File: src/rtl/pa_clk_pkg.sv
// rtl/pa_clk_pkg.sv - shared encodings and defaults for the CPU low-power-mode sequencer
package pa_clk_pkg;

  typedef enum logic [2:0] {
    ST_RUN   = 3'd0,
    ST_DRAIN = 3'd1,
    ST_GATE  = 3'd2,
    ST_SLEEP = 3'd3,
    ST_WAKE  = 3'd4
  } lpmd_state_e;

  localparam logic [1:0] LPMD_RUN   = 2'b00;
  localparam logic [1:0] LPMD_ENTER = 2'b01;
  localparam logic [1:0] LPMD_SLEEP = 2'b10;
  localparam logic [1:0] LPMD_WAKE  = 2'b11;

  localparam int IDLE_CYC_DEF = 4;
  localparam int WAKE_DLY_DEF = 2;
  localparam int CNT_W_DEF    = 4;

endpackage

File: src/rtl/pa_clk_lpmd_cnt.sv
// rtl/pa_clk_lpmd_cnt.sv - loadable saturating down-counter shared by drain and settle phases
module pa_clk_lpmd_cnt #(
  parameter int CNT_W = 4
) (
  input  logic             forever_cpuclk,
  input  logic             cpurst,
  input  logic             load,
  input  logic [CNT_W-1:0] load_val,
  input  logic             dec,
  output logic             zero
);

  logic [CNT_W-1:0] cnt_q;

  // load wins over dec so a reload on a busy cycle always restarts the window
  always_ff @(posedge forever_cpuclk) begin
    if (cpurst) begin
      cnt_q <= '0;
    end else if (load) begin
      cnt_q <= load_val;
    end else if (dec && (cnt_q != '0)) begin
      cnt_q <= cnt_q - 1'b1;
    end
  end

  assign zero = (cnt_q == '0);

endmodule

File: src/rtl/pa_clk_lpmd_ctrl.sv
// rtl/pa_clk_lpmd_ctrl.sv - WFI sleep / wake sequencer owning the CPU clock enable
module pa_clk_lpmd_ctrl
  import pa_clk_pkg::*;
#(
  parameter int IDLE_CYC = IDLE_CYC_DEF,
  parameter int WAKE_DLY = WAKE_DLY_DEF,
  parameter int CNT_W    = CNT_W_DEF
) (
  input  logic       forever_cpuclk,
  input  logic       cpurst,
  input  logic       sleep_req,
  input  logic       biu_idle,
  input  logic       wake_evt,
  input  logic       dbg_req,
  input  logic       clk_en_f,
  output logic       clk_en,
  output logic       sleep_ack,
  output logic       wake_done,
  output logic [1:0] lpmd_st
);

  localparam logic [CNT_W-1:0] IDLE_LD = CNT_W'(IDLE_CYC);
  localparam logic [CNT_W-1:0] WAKE_LD = CNT_W'(WAKE_DLY);

  lpmd_state_e      state;
  logic             armed;
  logic             wk;
  logic             enter;
  logic             cnt_load;
  logic [CNT_W-1:0] cnt_val;
  logic             cnt_dec;
  logic             cnt_zero;

  assign wk    = wake_evt | dbg_req;
  assign enter = sleep_req & armed & ~wk;

  always_comb begin
    cnt_load = 1'b0;
    cnt_val  = IDLE_LD;
    cnt_dec  = 1'b0;
    case (state)
      ST_RUN: begin
        cnt_load = enter;
      end
      ST_DRAIN: begin
        if (!(wk || !sleep_req)) begin
          if (!biu_idle) begin
            cnt_load = 1'b1;
          end else begin
            cnt_dec = 1'b1;
          end
        end
      end
      ST_GATE, ST_SLEEP: begin
        cnt_load = wk;
        cnt_val  = WAKE_LD;
      end
      ST_WAKE: begin
        cnt_dec = 1'b1;
      end
      default: begin
        cnt_load = 1'b0;
      end
    endcase
  end

  pa_clk_lpmd_cnt #(
    .CNT_W (CNT_W)
  ) u_cnt (
    .forever_cpuclk (forever_cpuclk),
    .cpurst         (cpurst),
    .load           (cnt_load),
    .load_val       (cnt_val),
    .dec            (cnt_dec),
    .zero           (cnt_zero)
  );

  // armed re-arms only after sleep_req is seen low, so a held request cannot loop back into sleep
  always_ff @(posedge forever_cpuclk) begin
    if (cpurst) begin
      state     <= ST_RUN;
      clk_en    <= 1'b1;
      sleep_ack <= 1'b0;
      wake_done <= 1'b0;
      lpmd_st   <= LPMD_RUN;
      armed     <= 1'b1;
    end else begin
      wake_done <= 1'b0;
      if (!sleep_req) begin
        armed <= 1'b1;
      end
      case (state)
        ST_RUN: begin
          if (enter) begin
            state   <= ST_DRAIN;
            lpmd_st <= LPMD_ENTER;
            armed   <= 1'b0;
          end
        end
        ST_DRAIN: begin
          if (wk || !sleep_req) begin
            state   <= ST_RUN;
            lpmd_st <= LPMD_RUN;
          end else if (biu_idle && cnt_zero) begin
            state  <= ST_GATE;
            clk_en <= 1'b0;
          end
        end
        ST_GATE: begin
          if (wk) begin
            state   <= ST_WAKE;
            clk_en  <= 1'b1;
            lpmd_st <= LPMD_WAKE;
          end else if (!clk_en_f) begin
            state     <= ST_SLEEP;
            sleep_ack <= 1'b1;
            lpmd_st   <= LPMD_SLEEP;
          end
        end
        ST_SLEEP: begin
          if (wk) begin
            state     <= ST_WAKE;
            clk_en    <= 1'b1;
            sleep_ack <= 1'b0;
            lpmd_st   <= LPMD_WAKE;
          end
        end
        ST_WAKE: begin
          if (cnt_zero && clk_en_f) begin
            state     <= ST_RUN;
            wake_done <= 1'b1;
            lpmd_st   <= LPMD_RUN;
          end
        end
        default: begin
          state     <= ST_RUN;
          clk_en    <= 1'b1;
          sleep_ack <= 1'b0;
          lpmd_st   <= LPMD_RUN;
        end
      endcase
    end
  end

endmodule

File: config.mk
export PLATFORM = sky130hd
export DESIGN_NAME = pa_clk_lpmd_ctrl
export DESIGN_NICKNAME = d
export VERILOG_FILES = /design/src/rtl/pa_clk_pkg.sv /design/src/rtl/pa_clk_lpmd_cnt.sv /design/src/rtl/pa_clk_lpmd_ctrl.sv
export SDC_FILE = /design/constraint.sdc
export NUM_CORES = 1
export LEC_CHECK = 0
export CAP_MARGIN = 25
export CORE_MARGIN = 4
export CORE_UTILIZATION = 25
export CTS_BUF_LIST = sky130_fd_sc_hd__clkbuf_8
export DETAILED_ROUTE_END_ITERATION = 12
export GPL_TIMING_DRIVEN = 0
export SKIP_CTS_REPAIR_TIMING = 1
export SYNTH_ARGS = -nofsm -noshare
export SYNTH_HDL_FRONTEND = slang
export SYNTH_HIERARCHICAL = 1
export SYNTH_SLANG_ARGS = --single-unit
File: constraint.sdc
create_clock -name forever_cpuclk -period 5.75 [get_ports forever_cpuclk]
set_input_delay 1.15 -clock forever_cpuclk [delete_from_list [all_inputs] [get_ports forever_cpuclk]]
set_output_delay 1.15 -clock forever_cpuclk [all_outputs]
set_load 0.01 [all_outputs]
==> qor.yml <==
logic_synthesis:
  syn-cell-area_um2: 876
  synth-edff-count: 0
  ys.flop_type: "dfxtp_1"
  yosysWarnings: 6
  avgSynthCellArea_um2: 8.59
  yosysTopAreaCellShare_pct: 29.7
  synth_cells: 102
  seq_area_frac_synth_pct: 29.7
  synthTopCellsByArea: "dfxtp_1, nor2_1, nor4b_2, a2111oi_4, inv_1"
  yosysTopAreaCell: "dfxtp_1"
  async_flop_share_pct: 0
  ys_ff_latch: 13
  ys_types: 44
cts:
  clock-sinks: 13
  clk_pin_slew_ns: 0.06
  cts_tree: "done"
  cts_buffers: 3
  htree_num_levels: 1
  clkLatencyLatePin_ns: 0.24
  clockBufferDepth: 2
  cts_root_buffer: "clkbuf_8"
placed_design:
  dpl.hpwl_mm: 1.54
  dp.cells: 160
  place_congestion: 0.857
  portBuffers: 11
detailed_routing:
  wl_per_cell_um: 12.2
  final_antenna_net_count: 0
  totalWireLength_mm: 2.00
  drt_drc_violations_left: 0
  drtIter0Drc: 14
  drtPass1Iterations: 4
  via_per_inst: 5.01
  vias: 822
run_status:
  status: "complete, no violations"
worst_setup_path:
  r2r_slack_ns: 3.58
  crit_fanout: 7
  r2r_end: "u_cnt/cnt_q[3]$_SDFFE_PP0P_"
  arrival_ns: 3.28
  path_cells: "clkdlybuf4s50_1, nor3b_1, a22oi_1, nor2_1, nor4b_2, mux2i_1, a211oi_1"
  r2r_cells: 6
  worstReg2RegStart: "state[2]$_SDFFE_PP0P_"
  startpoint_type: "primary input"
  crit_path_end_kind: "flip-flop"
  critPathSlowestCell: "clkdlybuf4s50_1"
  crit_path_max_incr_delay_ns: 0.49
  critPathKind: "in -> reg"
  cp.required_ns: 5.89
timing:
  hold_viol_final: 0
  slew_viol_final: 0
  maxSlewHeadroom_pct: 66.0
  fin_setup_tns_ns: 0
  fmax_mhz: 319
  tightest_slew_ns: 0.508
  finalCritPeriodShare_pct: 54.5
  finalClockSkew_ns: 0.00139
  grt_setup_unrepaired: "no"
  setup_viol: 0
  fin_crit_ns: 3.13
layout:
  syn_to_final_growth_pct: 24.7
  nNetsFinal: 127
  num_antenna_cells: 0
  fillCellCount: 386
  stdcell_count: 164
  drive_gt1_share_pct: 11.9
floorplan:
  rows: 21
  dieHeight_um: 67.2
  pin_count: 12
  core-area_um2: 3360
  start_util_pct: 26.0
  die_w_um: 67.2
  die-area_um2: 4510
hold_path:
  min_to: "clk_en$_SDFFE_PP1P_"
  holdPathStages: 1
  hold_class: "reg -> reg"
  min_from: "clk_en$_SDFFE_PP1P_"
pwr:
  vdd_drop_max_uv: 93.8
  leakagePower_nw: 0.368
  powerDensity_nw_per_um2: 451
global_route:
  overflow: 0
  grt_pass1_vias: 832
  grt_max_degree: 11
  track_usage_pct: 10.1
  grt_pass1_wl_mm: 3.55
  grt_antenna_before_repair: 0
flow_run:
  cap_violations: 0
## synthesized netlist by cell type (2+ instances only)
master    number
dfxtp_1       13
nor2_1        10
inv_1          7
nand2_1        7
a21oi_1        5
nor3_1         5
nand3_1        4
o21ai_1        4
a211oi_1       3
clkbuf_1       3
a311oi_1       2
a31oi_1        2
buf_6          2
mux2i_1        2
nor3b_1        2
nor4b_2        2
o22ai_1        2
## flip-flops by register name (all words and copies together) (netlist names)
| name | flops |
|---|---|
| wake_done | 1 |
| lpmd_st | 2 |
| armed | 1 |
| u_cnt/cnt_q | 4 |
| sleep_ack | 1 |
| clk_en | 1 |
| state | 3 |
## cells in the final DEF (no fill, tap or decap), types with 2 or more instances in the layout
cell type,Yosys,layout
dfxtp_1,13,13
o21ai_1,4,4
nor3b_1,2,2
a31oi_1,2,2
clkbuf_8,0,3
buf_6,2,2
o22ai_1,2,2
conb_1,1,2
clkdlybuf4s50_1,0,11
inv_1,7,8
nor3_1,5,5
nand2_1,7,7
nand3_1,4,4
a21oi_1,5,5
a211oi_1,3,3
mux2i_1,2,2
a311oi_1,2,2
nor4b_2,2,2
clkbuf_1,3,3
nor2_1,10,10
## where the power goes
group          internal (mW)  switching [mW]
Sequential             0.115          0.0179
Clock                 0.0472          0.0344
Combinational          0.126           0.152
Total                  0.288           0.204
## logic make-up (layout without fill, tap and decap cells)
| kind of cell | after synthesis | after routing | synth area share [%] |
|---|---|---|---|
| AOI/OAI and AO/OA | 30 | 30 | 28.7 |
| adders and majority gates | 1 | 1 | 1.43 |
| DFF | 13 | 13 | 29.7 |
| muxes | 2 | 2 | 2.29 |
| other | 1 | 2 | 0.428 |
| and+or+nand+nor | 43 | 43 | 30.6 |
| buffers and inverters | 12 | 27 | 6.86 |
## through the flow
step	util [%]	power, mW	hold WS [ns]	instance area, um2	setup WS, ns
floorplan	-	0.349	0.459	880	3.21
global placement	31.1	0.404	0.449	1050	2.48
detailed placement	31.1	0.412	0.462	1050	2.36
CTS	32.5	0.495	0.477	1090	2.64
global route	32.5	0.531	0.498	1090	2.39
finish	32.5	0.492	0.470	1090	2.62
## worst max-delay path: cells and delay by family
kind            cells  cell delay (ns)
compound gates      2             0.40
mux                 1             0.12
simple gates        3             1.12
buf+inv             1             0.49
## metal layers
metal  up-vias  wire (um)  global-route usage (%)
met5         -          0                       0
met4         0         27                    3.29
met3         4         84                    2.16
met2        17        910                    17.1
met1       386        978                    12.6
li1        415          -                       -
## worst max-delay path by stage
| stage | startpoint | endpoint | slack, ns | cells past startpoint |
|---|---|---|---|---|
| 6_report | dbg_req | u_cnt/cnt_q[3]$_SDFFE_PP0P_ | 2.62 | 7 |
| 5_1_grt | dbg_req | u_cnt/cnt_q[3]$_SDFFE_PP0P_ | 2.39 | 7 |
| 4_1_cts | dbg_req | u_cnt/cnt_q[3]$_SDFFE_PP0P_ | 2.64 | 7 |
| 3_5_place_dp | dbg_req | u_cnt/cnt_q[3]$_SDFFE_PP0P_ | 2.36 | 7 |
| 3_3_place_gp | dbg_req | u_cnt/cnt_q[3]$_SDFFE_PP0P_ | 2.48 | 7 |
| 2_1_floorplan | dbg_req | u_cnt/cnt_q[1]$_SDFFE_PP0P_ | 3.21 | 5 |
## area by class of cell
| cell class | instances | area, um2 | area share, % |
|---|---|---|---|
| Timing Repair Buffer | 11 | 110 | 10.1 |
| Tap cell | 46 | 57.6 | 5.27 |
| Sequential cell | 13 | 260 | 23.8 |
| Clock inverter | 1 | 3.75 | 0.344 |
| Clock buffer | 3 | 41.3 | 3.78 |
| Inverter | 7 | 26.3 | 2.41 |
| Multi-Input combinational cell | 78 | 559 | 51.2 |
| Buffer | 5 | 33.8 | 3.09 |
Power figures use the tool's default switching activity.
